$ cat config.mk
export PLATFORM = sky130hd
export DESIGN_NAME = spi_follower
export DESIGN_NICKNAME = d
export VERILOG_FILES = /design/src/rtl/spi_pkg.sv /design/src/rtl/spi_in_sync.sv /design/src/rtl/spi_follower.sv
export SDC_FILE = /design/constraint.sdc
export NUM_CORES = 1
export LEC_CHECK = 0
export ABC_AREA = 1
export BUFFER_PORTS_ARGS = -buffer_cell sky130_fd_sc_hd__buf_2
export CAP_MARGIN = 20
export CORE_UTILIZATION = 40
export CTS_BUF_LIST = sky130_fd_sc_hd__clkbuf_2 sky130_fd_sc_hd__clkbuf_4 sky130_fd_sc_hd__clkbuf_8
export CTS_CLUSTER_DIAMETER = 100
export DETAILED_ROUTE_END_ITERATION = 16
export PLACE_DENSITY = 0.61
export SLEW_MARGIN = 0
export SYNTH_ARGS = -nofsm -noshare
export SYNTH_HDL_FRONTEND = slang
export SYNTH_HIERARCHICAL = 1
export SYNTH_SLANG_ARGS = --single-unit
$ cat constraint.sdc
create_clock -name i_clk -period 2.35 [get_ports i_clk]
set_input_delay 0.235 -clock i_clk [delete_from_list [all_inputs] [get_ports i_clk]]
set_output_delay 0.235 -clock i_clk [all_outputs]
set_load 0.005 [all_outputs]
$ cat src/rtl/spi_pkg.sv
// Shared SPI follower types: FSM states, frame sizes and error bit positions.
package spi_pkg;
  typedef enum logic [1:0] {IDLE, ACTIVE, DONE, ABORT} state_t;

  localparam int         FRAME_W   = 16;
  localparam logic [4:0] LEN8      = 5'd8;
  localparam logic [4:0] LEN16     = 5'd16;
  localparam int         ERR_UNDER = 0;
  localparam int         ERR_OVER  = 1;
  localparam int         ERR_FRAME = 2;

  function automatic logic [4:0] frame_len(input logic len16);
    return len16 ? LEN16 : LEN8;
  endfunction
endpackage

$ cat src/rtl/spi_in_sync.sv
// Multi-flop synchronizer plus one-flop edge detect; level is valid SYNC_STAGES clk
// after the pin, rise/fall pulse for one clk in that same cycle. No backpressure.
module spi_in_sync #(
  parameter int   SYNC_STAGES = 2,
  parameter logic RST_VAL     = 1'b0
) (
  input  logic i_clk,
  input  logic i_rst,
  input  logic i_din,
  output logic o_dout,
  output logic o_rise,
  output logic o_fall
);
  logic [SYNC_STAGES-1:0] r_sync;
  logic                   r_prev;

  always_ff @(posedge i_clk) begin
    if (i_rst) begin
      r_sync <= {SYNC_STAGES{RST_VAL}};
      r_prev <= RST_VAL;
    end else begin
      r_sync <= {r_sync[SYNC_STAGES-2:0], i_din};
      r_prev <= r_sync[SYNC_STAGES-1];
    end
  end

  assign o_dout = r_sync[SYNC_STAGES-1];
  assign o_rise = o_dout & ~r_prev;
  assign o_fall = ~o_dout & r_prev;
endmodule

$ cat src/rtl/spi_follower.sv
// SPI follower: over-sampled pins, SYNC_STAGES+1 clk pin-to-action, TX valid/ready and RX valid/ack.
// Define SPI_FOLLOWER_ECHO_EN to resend the previous rx_data when no TX word is queued.
module spi_follower
  import spi_pkg::*;
#(
  parameter int                 SYNC_STAGES = 2,
  parameter logic [FRAME_W-1:0] FILL_WORD   = 16'hFFFF
) (
  input  logic               i_clk,
  input  logic               i_rst,
  input  logic               i_cpol,
  input  logic               i_cpha,
  input  logic               i_len16,
  input  logic               i_sclk,
  input  logic               i_cs_n,
  input  logic               i_mosi,
  output logic               o_miso,
  output logic               o_miso_oe,
  input  logic [FRAME_W-1:0] i_tx_data,
  input  logic               i_tx_valid,
  output logic               o_tx_ready,
  output logic [FRAME_W-1:0] o_rx_data,
  output logic               o_rx_valid,
  input  logic               i_rx_ack,
  output logic               o_busy,
  output logic [2:0]         o_err,
  input  logic               i_clr_err
);
  state_t r_state, w_state_nxt;

  logic w_sclk_lvl, w_sclk_rise, w_sclk_fall;
  logic w_cs_lvl, w_cs_rise, w_cs_fall;
  logic [SYNC_STAGES-1:0] r_mosi_sync;

  logic               r_cpol, r_cpha, r_len16;
  logic [4:0]         r_cnt;
  logic [FRAME_W-1:0] r_tx_shift, r_rx_shift, r_tx_shadow, r_rx_data;
  logic               r_tx_full, r_rx_valid;
  logic [2:0]         r_err;

  logic               w_mosi, w_edge, w_lead, w_trail, w_active, w_start;
  logic               w_sample, w_shift, w_under, w_over, w_frame_err;
  logic [4:0]         w_len;
  logic [FRAME_W-1:0] w_fill;
  logic               w_under_en;

  spi_in_sync #(.SYNC_STAGES(SYNC_STAGES), .RST_VAL(1'b0)) u_sclk_sync (
    .i_clk(i_clk), .i_rst(i_rst), .i_din(i_sclk),
    .o_dout(w_sclk_lvl), .o_rise(w_sclk_rise), .o_fall(w_sclk_fall)
  );

  // cs_n resets to "selected" so a pin held low through reset never looks like a fresh fall.
  spi_in_sync #(.SYNC_STAGES(SYNC_STAGES), .RST_VAL(1'b0)) u_cs_sync (
    .i_clk(i_clk), .i_rst(i_rst), .i_din(i_cs_n),
    .o_dout(w_cs_lvl), .o_rise(w_cs_rise), .o_fall(w_cs_fall)
  );

  always_ff @(posedge i_clk) begin
    if (i_rst) r_mosi_sync <= '0;
    else       r_mosi_sync <= {r_mosi_sync[SYNC_STAGES-2:0], i_mosi};
  end
  assign w_mosi = r_mosi_sync[SYNC_STAGES-1];

  // Leading edge moves sclk away from its idle (cpol) level.
  assign w_edge   = w_sclk_rise | w_sclk_fall;
  assign w_lead   = w_edge & (w_sclk_lvl != r_cpol);
  assign w_trail  = w_edge & (w_sclk_lvl == r_cpol);
  assign w_len    = frame_len(r_len16);
  assign w_active = (r_state == ACTIVE);
  assign w_start  = (r_state == IDLE) & w_cs_fall;
  assign w_sample = w_active & (r_cnt != w_len) & (r_cpha ? w_trail : w_lead);
  assign w_shift  = w_active & (r_cpha ? (w_lead & (r_cnt != 5'd0)) : w_trail);

`ifdef SPI_FOLLOWER_ECHO_EN
  assign w_fill     = r_rx_data;
  assign w_under_en = 1'b0;
`else
  assign w_fill     = FILL_WORD;
  assign w_under_en = 1'b1;
`endif

  assign w_under     = w_start & ~r_tx_full & w_under_en;
  assign w_over      = (r_state == DONE) & r_rx_valid & ~i_rx_ack;
  assign w_frame_err = w_active & (r_cnt != w_len) & w_cs_rise;

  always_comb begin
    w_state_nxt = r_state;
    case (r_state)
      IDLE:    if (w_cs_fall) w_state_nxt = ACTIVE;
      ACTIVE: begin
        if (r_cnt == w_len)  w_state_nxt = DONE;
        else if (w_cs_rise)  w_state_nxt = IDLE;
      end
      DONE:    w_state_nxt = ABORT;
      ABORT:   if (w_cs_lvl) w_state_nxt = IDLE;
      default: w_state_nxt = ABORT;
    endcase
  end

  always_ff @(posedge i_clk) begin
    if (i_rst) r_state <= ABORT;
    else       r_state <= w_state_nxt;
  end

  always_ff @(posedge i_clk) begin
    if (i_rst) begin
      r_cpol <= 1'b0; r_cpha <= 1'b0; r_len16 <= 1'b0;
      r_cnt <= '0; r_tx_shift <= '0; r_rx_shift <= '0;
      r_tx_shadow <= '0; r_tx_full <= 1'b0;
      r_rx_data <= '0; r_rx_valid <= 1'b0; r_err <= '0;
    end else begin
      if (w_start) begin
        {r_cpol, r_cpha, r_len16} <= {i_cpol, i_cpha, i_len16};
        r_cnt      <= '0;
        r_rx_shift <= '0;
        r_tx_shift <= r_tx_full ? r_tx_shadow : w_fill;
      end else begin
        if (w_sample) begin
          r_rx_shift <= {r_rx_shift[FRAME_W-2:0], w_mosi};
          r_cnt      <= r_cnt + 5'd1;
        end
        if (w_shift) r_tx_shift <= {r_tx_shift[FRAME_W-2:0], 1'b0};
      end

      // Start empties the shadow; a word offered in that same cycle is kept for the next frame.
      if (i_tx_valid & ~r_tx_full) begin
        r_tx_shadow <= i_tx_data;
        r_tx_full   <= 1'b1;
      end else if (w_start) begin
        r_tx_full <= 1'b0;
      end

      if (r_state == DONE) begin
        r_rx_data  <= r_len16 ? r_rx_shift : {8'h00, r_rx_shift[7:0]};
        r_rx_valid <= 1'b1;
      end else if (i_rx_ack) begin
        r_rx_valid <= 1'b0;
      end

      r_err <= (i_clr_err ? 3'b000 : r_err) | {w_frame_err, w_over, w_under};
    end
  end

  assign o_miso     = w_active & (r_len16 ? r_tx_shift[15] : r_tx_shift[7]);
  assign o_miso_oe  = w_active;
  assign o_tx_ready = ~r_tx_full;
  assign o_rx_data  = r_rx_data;
  assign o_rx_valid = r_rx_valid;
  assign o_busy     = w_active | (r_state == DONE);
  assign o_err      = r_err;
endmodule

==> qor.yml <==
status: "finished with violations"
violations: "design-rule violations"
ctsLongestPathBuffers: 2
place_inst: 653
min_path_cells: 3
power.leakage_nw: 1.99
ctsResizeCount: 0
final_common_cell: "nor2_1"
ctsRootBufferMaster: "clkbuf_8"
synth-seq-cells: 87
io_pins: 51
clock.fmax_mhz: 531
grt_most_used_layer: "met2"
grt_start_max_net_pins: 36
p_comb_share_pct: 17.7
p_per_area_nw_per_um2: 804
required_ns: 2.60
p_int_mw: 2.41
first_iter_violations: 167
grt_use_met2_pct: 26.6
drive_gt1_share_pct: 15.5
gp_congestion: 0.779
max-vdd-ir-drop_uv: 444
gr-total-overflow: 0
hold_viol: 0
cp-end-kind: "flip-flop"
regToRegStartpoint: "u_sclk_sync/r_sync[1]$_SDFF_PP0_"
cts.sinks: 87
rr_worst_depth: 11
rr_endpoint: "r_tx_shift[15]$_SDFFE_PP0P_"
route.detailed.drc: 2
cts_hold_buf: 0
grt_pass1_wl_mm: 13.4
layout_common_cells: "nor2_1, dfxtp_1, nand2_1, o21ai_0, inv_1"
core_um2: 8810
area_growth_pct: 14.4
critPathLaunchType: "flip-flop"
yosys_warnings: 6
r2r_slack_ns: 0.47
num_vias: 3196
p_sw_share_pct: 28.7
clock_skew_ns: 0.00967
firstDrtPassIters: 10
post-route-cell-area_um2: 4210
post_cts_buffers: 0
vias_per_cell: 4.78
hold_class: "in -> reg"
hold_end: "r_mosi_sync[0]$_SDFF_PP0_"
first_global_vias: 2884
slew-limit-headroom_pct: 55.4
synthCells: 511
cts_tree: "yes"
drv_cap: 0
insertion_delay_ns: 0.35
report.final.slew_viol_count: 0
design.die.area_um2: 9590
rsz0062_at_grt: "no"
crit_type: "reg -> reg"
antenna_found_initial: 0
grt_use_total_pct: 17.2
seq_area_frac_synth_pct: 47.3
clkPwrFrac_pct: 33.4
switching_power_uw: 970
p_seq_share_pct: 48.9
use_met3_pct: 4.72
io_buffers: 50
antenna_left: 0
tns_ns: 0
initial_core_util_pct: 41.8
post-route-period-util_pct: 80.1
finalCriticalPeriod_ns: 1.88
wl_mm: 7.81
h-tree-depth: 3
final-instance-count-excl-fill: 668
cts_buffers: 9
wire_per_inst_um: 11.7
die_y_um: 97.9
syn_nets: 544
crit_fanout: 16
dp_hpwl_mm: 5.42
setup_viol: 0
final_nets: 589
row_count: 34
die_width_um: 97.9
worstHoldStart: "i_mosi"
crit_arrival_ns: 2.13
syn_area_um2: 3680
post_synth.cell_area_avg_um2: 7.20
grtUsageMet1_pct: 23.7
place_area_um2: 3990
worst_pin_slew_ns: 0.670
antenna_cells: 0
ys_types: 28
clkTransAtPathRegs_ns: 0.08
## power groups by stage
stage | logic, mW | clock network, mW | registers (mW)
after detailed placement | 0.604 | 0 | 1.69
after global routing | 0.688 | 1.23 | 1.67
after floorplan | 0.402 | 0 | 1.68
after global placement | 0.595 | 0 | 1.69
after CTS | 0.609 | 1.16 | 1.66
final | 0.600 | 1.13 | 1.65
## stage by stage
stage	hold WS, ns	setup slack, ns	power, mW	utilization, %
global placement	0.397	0.545	2.28	45.4
CTS	0.0684	0.465	3.43	47.8
finish	0.0918	0.468	3.38	47.8
global route	0.0814	0.226	3.59	47.8
detailed placement	0.395	0.488	2.29	45.4
floorplan	0.306	0.866	2.08	-
## flip-flops by register name, summed over array words and instances (netlist names), 2 cells and up, named ones only
signal and count:
o_rx_data 16, r_rx_shift 16, r_tx_shadow 16, r_tx_shift 16, r_cnt 5, o_err 3
r_mosi_sync 2, u_cs_sync/r_sync 2, u_sclk_sync/r_sync 2
## layout make-up
type	instances	area (um^2)
inverter	60	228
timing repair buffer	59	318
clock buffer	10	131
clock inverter	5	83.8
sequential	87	1740
tap	108	135
fill	912	4600
multi-input combinational	339	1570
## cells in the mapped netlist, drive strengths merged
cell	n	area share [%]
a21oi	31	4.5
and2	1	0.24
buf	13	2.5
clkbuf	12	1.2
dfxtp	87	47
ha	6	2.0
inv	60	6.2
nand2	66	7.0
nand3	41	5.8
nand4	1	0.17
nor2	124	13
o21ai	64	9.1
o22ai	2	0.34
xor2	3	0.71
## critical path, cell delays in order, from the launching register on
cell and delay (ns):
dfxtp_1 0.39, inv_1 0.07, nor2_1 0.08, inv_1 0.04, nand2_1 0.11, nand3_2 0.13
a21oi_4 0.38, nand2_1 0.30, nand2_1 0.12, nand3_1 0.07, nand2_1 0.06, inv_1 0.03
## logic make-up (layout without fill, tap and decap cells)
kind of cell,Yosys count,in the layout,share of synthesized area (%)
AOI/OAI and AO/OA,97,97,14.0
xor gates and xnor gates,3,3,0.714
adders and majority gates,6,6,2.04
buffers and inverters,85,134,9.96
DFF,87,87,47.3
and+or+nand+nor,233,233,26.0
## routing by layer
| layer | vias up | wire, um |
|---|---|---|
| met1 | 1440 | 4070 |
| li1 | 1698 | - |
| met5 | - | 0 |
| met2 | 56 | 3400 |
| met4 | 0 | 32 |
| met3 | 2 | 308 |
## worst max-delay path by stage
stage | cells after the start | start | to | slack [ns]
floorplan | 8 | r_state[0]$_SDFFE_PP1P_ | r_cnt[0]$_SDFFE_PP0P_ | 0.87
global placement | 5 | r_state[0]$_SDFFE_PP1P_ | o_rx_data[3]$_SDFFE_PP0N_ | 0.54
detailed placement | 11 | u_sclk_sync/r_sync[1]$_SDFF_PP0_ | r_tx_shift[3]$_SDFFE_PP0P_ | 0.49
CTS | 11 | u_sclk_sync/r_sync[1]$_SDFF_PP0_ | r_tx_shift[3]$_SDFFE_PP0P_ | 0.46
global route | 11 | u_sclk_sync/r_sync[1]$_SDFF_PP0_ | r_tx_shift[7]$_SDFFE_PP0P_ | 0.23
finish | 11 | u_sclk_sync/r_sync[1]$_SDFF_PP0_ | r_tx_shift[15]$_SDFFE_PP0P_ | 0.47
No activity file was read; power rests on OpenSTA's default activity.
